File: config.mk
export PLATFORM = sky130hd
export DESIGN_NAME = i2s_sample_fifo
export DESIGN_NICKNAME = d
export VERILOG_FILES = /design/src/rtl/audioport_pkg.sv /design/src/rtl/sync_fifo_core.sv /design/src/rtl/i2s_sample_fifo.sv
export SDC_FILE = /design/constraint.sdc
export NUM_CORES = 1
export LEC_CHECK = 0
export BUFFER_PORTS_ARGS = -buffer_cell sky130_fd_sc_hd__clkbuf_2
export CORE_ASPECT_RATIO = 1.5
export CORE_UTILIZATION = 40
export CTS_CLUSTER_SIZE = 28
export DETAILED_ROUTE_END_ITERATION = 6
export GPL_ROUTABILITY_DRIVEN = 0
export SYNTH_ARGS = -nofsm -noshare
export SYNTH_HDL_FRONTEND = slang
export SYNTH_SLANG_ARGS = --single-unit
File: constraint.sdc
create_clock -name clk -period 6.9 [get_ports clk]
set_input_delay 1.725 -clock clk [delete_from_list [all_inputs] [get_ports clk]]
set_output_delay 1.725 -clock clk [all_outputs]
set_load 0.005 [all_outputs]
File: src/rtl/audioport_pkg.sv
// Shared types and defaults for the audio output path.
package audioport_pkg;

    localparam int FIFO_DEPTH       = 8;
    localparam int FIFO_PRIME_LEVEL = 4;
    localparam int AUDIO_WIDTH      = 24;

    typedef struct packed {
        logic [AUDIO_WIDTH-1:0] left;
        logic [AUDIO_WIDTH-1:0] right;
    } stereo_sample_t;

    typedef enum logic [1:0] {
        STANDBY = 2'd0,
        PRIMING = 2'd1,
        RUN     = 2'd2
    } fifo_state_t;

endpackage

File: src/rtl/sync_fifo_core.sv
// Pointer-based synchronous FIFO: storage, wrap-bit pointers, registered level/full.
module sync_fifo_core #(
    parameter int DEPTH = 8,
    parameter int WIDTH = 48
) (
    input  logic                     clk,
    input  logic                     rst,
    input  logic                     push,
    input  logic                     pop,
    input  logic                     flush,
    input  logic [WIDTH-1:0]         wdata,
    output logic [WIDTH-1:0]         rdata,
    output logic                     full,
    output logic                     empty,
    output logic [$clog2(DEPTH):0]   level,
    output logic [$clog2(DEPTH):0]   level_next
);

    localparam int AW = $clog2(DEPTH);
    localparam int PW = AW + 1;

    logic [WIDTH-1:0] mem [DEPTH];
    logic [PW-1:0]    wr_ptr, rd_ptr;
    logic [PW-1:0]    wr_ptr_n, rd_ptr_n;

    // A flush also swallows a write landing in the same cycle, leaving the FIFO empty.
    always_comb begin
        wr_ptr_n   = wr_ptr + PW'(push);
        rd_ptr_n   = flush ? wr_ptr_n : rd_ptr + PW'(pop);
        level_next = wr_ptr_n - rd_ptr_n;
    end

    always_ff @(posedge clk) begin
        if (rst) begin
            wr_ptr <= '0;
            rd_ptr <= '0;
            level  <= '0;
            full   <= 1'b0;
        end else begin
            wr_ptr <= wr_ptr_n;
            rd_ptr <= rd_ptr_n;
            level  <= level_next;
            full   <= (wr_ptr_n[AW] != rd_ptr_n[AW]) &&
                      (wr_ptr_n[AW-1:0] == rd_ptr_n[AW-1:0]);
        end
    end

    always_ff @(posedge clk) begin
        if (push) begin
            mem[wr_ptr[AW-1:0]] <= wdata;
        end
    end

    assign rdata = mem[rd_ptr[AW-1:0]];
    assign empty = (wr_ptr == rd_ptr);

endmodule

File: src/rtl/i2s_sample_fifo.sv
// Stereo sample buffer feeding the I2S serializer: priming, request/tick handshake,
// underflow/overflow flags and flush on stop.
module i2s_sample_fifo
    import audioport_pkg::*;
#(
    parameter int DEPTH       = FIFO_DEPTH,
    parameter int DATA_WIDTH  = AUDIO_WIDTH,
    parameter int PRIME_LEVEL = FIFO_PRIME_LEVEL
) (
    input  logic                    clk,
    input  logic                    rst,
    input  logic                    play_in,
    input  logic                    clr_in,
    input  logic                    wr_in,
    input  logic [DATA_WIDTH-1:0]   wdata0_in,
    input  logic [DATA_WIDTH-1:0]   wdata1_in,
    output logic                    full_out,
    output logic [$clog2(DEPTH):0]  level_out,
    input  logic                    req_in,
    output logic                    tick_out,
    output logic [DATA_WIDTH-1:0]   audio0_out,
    output logic [DATA_WIDTH-1:0]   audio1_out,
    output logic                    underflow_out,
    output logic                    overflow_out
);

    localparam int PW = $clog2(DEPTH) + 1;

    fifo_state_t state, state_next;

    logic                    req_p1;
    logic                    req_rise, serve, flush, pop, push;
    logic                    uf_event, of_event;
    logic                    empty;
    logic [2*DATA_WIDTH-1:0] head;
    logic [PW-1:0]           level_next;

    logic                    vld_p1;
    logic [DATA_WIDTH-1:0]   audio0_p1, audio1_p1;
    logic                    uf_flag, of_flag;

    // Stopping from an active state wins over any request in the same cycle.
    always_comb begin
        req_rise = req_in & ~req_p1;
        flush    = ~play_in & (state != STANDBY);
        serve    = play_in & req_rise & (state != STANDBY);
        pop      = serve & (state == RUN) & ~empty;
        uf_event = serve & (state == RUN) & empty;
        push     = wr_in & (~full_out | pop);
        of_event = wr_in & ~push;
    end

    sync_fifo_core #(
        .DEPTH (DEPTH),
        .WIDTH (2*DATA_WIDTH)
    ) u_core (
        .clk        (clk),
        .rst        (rst),
        .push       (push),
        .pop        (pop),
        .flush      (flush),
        .wdata      ({wdata0_in, wdata1_in}),
        .rdata      (head),
        .full       (full_out),
        .empty      (empty),
        .level      (level_out),
        .level_next (level_next)
    );

    always_ff @(posedge clk) begin
        if (rst) begin
            state <= STANDBY;
        end else begin
            state <= state_next;
        end
    end

    always_comb begin
        state_next = state;
        if (!play_in) begin
            state_next = STANDBY;
        end else begin
            case (state)
                STANDBY: state_next = PRIMING;
                PRIMING: if (level_next >= PW'(PRIME_LEVEL)) state_next = RUN;
                RUN:     state_next = RUN;
                default: state_next = STANDBY;
            endcase
        end
    end

    // Request edge detect -> tick/audio output stage
    always_ff @(posedge clk) begin
        if (rst) begin
            req_p1    <= 1'b0;
            vld_p1    <= 1'b0;
            audio0_p1 <= '0;
            audio1_p1 <= '0;
        end else begin
            req_p1 <= req_in;
            vld_p1 <= serve;
            if (flush) begin
                audio0_p1 <= '0;
                audio1_p1 <= '0;
            end else if (serve) begin
                audio0_p1 <= pop ? head[2*DATA_WIDTH-1:DATA_WIDTH] : '0;
                audio1_p1 <= pop ? head[DATA_WIDTH-1:0]            : '0;
            end
        end
    end

    // A fresh event in the clearing cycle keeps its flag set.
    always_ff @(posedge clk) begin
        if (rst) begin
            uf_flag <= 1'b0;
            of_flag <= 1'b0;
        end else begin
            uf_flag <= uf_event | (uf_flag & ~clr_in);
            of_flag <= of_event | (of_flag & ~clr_in);
        end
    end

    assign tick_out      = vld_p1;
    assign audio0_out    = audio0_p1;
    assign audio1_out    = audio1_p1;
    assign underflow_out = uf_flag;
    assign overflow_out  = of_flag;

endmodule

==> run metrics <==
Mapped Cells 845; RSZ-0062 raised after global routing false; initial core utilization 40.6%; Antenna diodes 0; Worst Skew between 0.015 and 0.02 ns; DRC 0; R2R setup slack roughly 2.4 ns; via count 8152; initial antenna violation count 1; Critical Path Max Stage Delay roughly 0.56 ns; postcts setup bufs 0; normalized max-slew margin between 20% and 30%; reg2reg end state[1]; number of buffer and inverter stages on the critical path 4; # clock sinks 451; Setup crit start play_in; Post-CTS Resized 0; Yosys cell types 41; Reg clk slew, reported paths 0.06 ns; P per Cell Area slightly below 300 mW/mm2; Final HPWL DP around 19000 um; DIE WIDTH between 150 and 200 um; Worst Hold Path Cells 2; Top delay family on crit path compound AO/OA/AOI/OAI gates; worst vdd ir 0.148 mV; status finished, final reports clean; Slew @ Worst Pin 1.10 ns; period utilisation layout 67.1%; number of global-route vias before repair 8621; final hold viol count 0; largest net degree at the start of global routing 53; CTS tree built; first-pass GRT wire length 51700 um; WL/cell 21.9 um; fmax 216 MHz; final core occ approximately 47%; Die Footprint 0.0435 mm2; CP Depth 16; WP data arrival 5.10 ns; die height about 250 um; GRT overflow 0; number of H-tree levels 2; number of I/O port buffers 109; Area growth syn-to-layout 15.5%; Hold Worst Slack 0.478 ns; I/O pin count 110; DRT antenna net count 0; Final nets 1027; mux contribution to synthesized area 16.0%; CP max-delay cell buf_4; Req. time, crit path about 7.4 ns; LEAKAGE 6.37 nW; GRT Total Usage between 15 and 20%; core area 0.0420 mm2; FF+latch count, synth 451; Post-Syn Area about 0.017 mm2; setup violators final 0; Initial DRT Pass Iterations 5; WS Path Type input pin to register; crit-path max FO 51; Slew Viols, Final 0; share of layout cells above drive strength 1 around a third; critical path, cell by cell clkbuf_2 -> nand4bb_4 -> nor3b_2 -> buf_4 -> nand2b_1 -> and2_1 -> ha_1 -> inv_1 -> o21ai_0 -> ha_1 -> inv_1 -> a21oi_1 -> o31ai_1 -> o211ai_1 -> a211oi_2 -> mux2i_1; Synth Warn # 0; sequential fraction of the synthesis area 75.5%; # rows 92; post-synthesis simple-gate area fraction under 10%; Setup TNS Final 0 ns; Hold Crit Class register to register; worst r2r path cells 16; XOR/XNOR Fraction of Synth Area 0.668%; mean post-synth cell area 20.2 um2; Skew-Pair Late Insertion Delay 0.56 ns; reg2reg start u_core.rd_ptr[2]; largest family of logic cells by synthesized area multiplexers; CTS max path bufs 3; DRT Wirelength 34200 um; CTS Buf Count 43; Hold-fix buffers, CTS 0; Power, Total 5.79 mW; Adder-Cell Fraction of Synth Area less than 1%; crit end category register; DRT iter0 DRCs 616; maxcap violations 0; Compound-Gate Fraction of Synth Area roughly 2.8%; Vias/cell 5.22; crit path time final 4.63 ns; syn_nets between 900 and 1000; clock tree root driver cell clkbuf_16; Setup crit end state[1]; CP startpoint kind input pin
[cell type report]
cell class                 instances  area [um2]
inverter                           8        30.0
sequential                       451       12900
multi-input combinational        337        4000
timing repair buffer             122         643
fill                            3534       22300
clock buffer                      66        1210
clock inverter                    14         210
tap                              564         706
[synthesized netlist by cell type]
cell	instances	area, um2
or4b_2	1	10.0
buf_4	4	30.0
and3b_2	1	10.0
a211o_1	1	8.76
ha_1	10	125
o211ai_1	1	7.51
nor3_1	4	20.0
nor4_1	1	6.26
o21ai_0	4	20.0
a32oi_1	1	8.76
nand3b_4	1	20.0
buf_1	4	15.0
nand4bb_1	1	11.3
a211oi_1	2	15.0
nor3b_1	1	7.51
or2_1	1	6.26
o211a_1	1	10.0
nor2_1	65	244
xor2_1	9	78.8
inv_1	8	30.0
nand3_1	3	15.0
mux2_2	48	541
edfxtp_1	384	11500
and2_2	1	7.51
a21oi_1	4	20.0
dfxtp_1	67	1340
o31ai_1	1	7.51
or2b_1	1	7.51
a22oi_1	48	360
nand2b_1	4	25.0
mux4_2	96	2160
nor2b_1	6	37.5
xnor2_1	4	35.0
buf_2	12	60.1
nand3b_1	2	15.0
clkbuf_1	28	105
a211oi_2	1	12.5
nand2_1	10	37.5
and2_1	1	6.26
buf_6	1	11.3
mux2i_1	2	20.0
[how the worst min path moves through the flow]
stage,start,to
6_report,overflow_out,overflow_out
4_1_cts,overflow_out,overflow_out
5_1_grt,state[1],state[1]
3_5_place_dp,overflow_out,overflow_out
3_3_place_gp,overflow_out,overflow_out
2_1_floorplan,state[1],state[1]
[worst reg2reg max path: cells and delay by family (launching register included)]
family	cells	cell delay, ns
compound gates	5	1.08
xor+xnor	1	0.16
fa+ha+maj	2	0.49
buf+inv	3	0.55
flops	1	0.98
mux	1	0.21
simple gates	4	0.97
[sequential cells by signal, summed over array words and instances (netlist names)]
| register | cells |
|---|---|
| state | 2 |
| underflow_out | 1 |
| u_core.full | 1 |
| req_p1 | 1 |
| audio0_out | 24 |
| u_core.rd_ptr | 4 |
| audio1_out | 24 |
| tick_out | 1 |
| overflow_out | 1 |
| u_core.mem | 384 |
| u_core.wr_ptr | 4 |
| u_core.level | 4 |
[cell usage in the layout (no fill, tap or decap), types with 2 or more instances in the layout]
cell type,n
edfxtp_1,384
clkbuf_2,109
mux4_2,96
dfxtp_1,64
nor2_1,59
mux2_2,48
a22oi_1,48
clkbuf_16,44
clkbuf_1,19
buf_4,13
nand2_1,10
ha_1,10
xor2_1,9
inv_1,8
nor2_4,6
nor2b_1,6
bufinv_16,5
nand2b_1,4
xnor2_1,4
o21ai_0,4
a21oi_1,4
nand3_1,3
clkbuf_8,3
clkinv_2,3
clkinv_1,3
dfxtp_4,3
nand3b_1,2
nor3_2,2
a211oi_1,2
nor3_1,2
mux2i_1,2
inv_6,2
[kinds of logic after synthesis]
| kind of cell | after synthesis |
|---|---|
| flip-flops | 451 |
| adder cells (fa/ha/maj) | 10 |
| XOR/XNOR | 13 |
| AND/OR/NAND/NOR | 104 |
| buffers and inverters | 57 |
| AO/OA/AOI/OAI | 64 |
| multiplexers | 146 |
[metal layers]
metal / track usage [%] / wire length (um) / vias up
li1: - / - / 3647
met1: 19.2 / 13500 / 4280
met2: 28.5 / 18100 / 163
met3: 3.17 / 1560 / 60
met4: 5.97 / 929 / 2
met5: 0 / 15 / -
[stage by stage]
step | cell area [um2] | std cells | setup WS, ns
detailed placement | 18300 | 1482 | 1.72
global route | 19700 | 1562 | 1.98
floorplan | 17000 | 845 | 0.431
CTS | 19700 | 1562 | 2.28
global placement | 18300 | 1482 | 1.83
finish | 19700 | 1562 | 2.27
[where the power goes]
part / internal (mW) / switching (mW)
clock: 1.41 / 0.976
combinational: 0.158 / 0.182
sequential: 3.03 / 0.0407
Power figures use the tool's default switching activity.
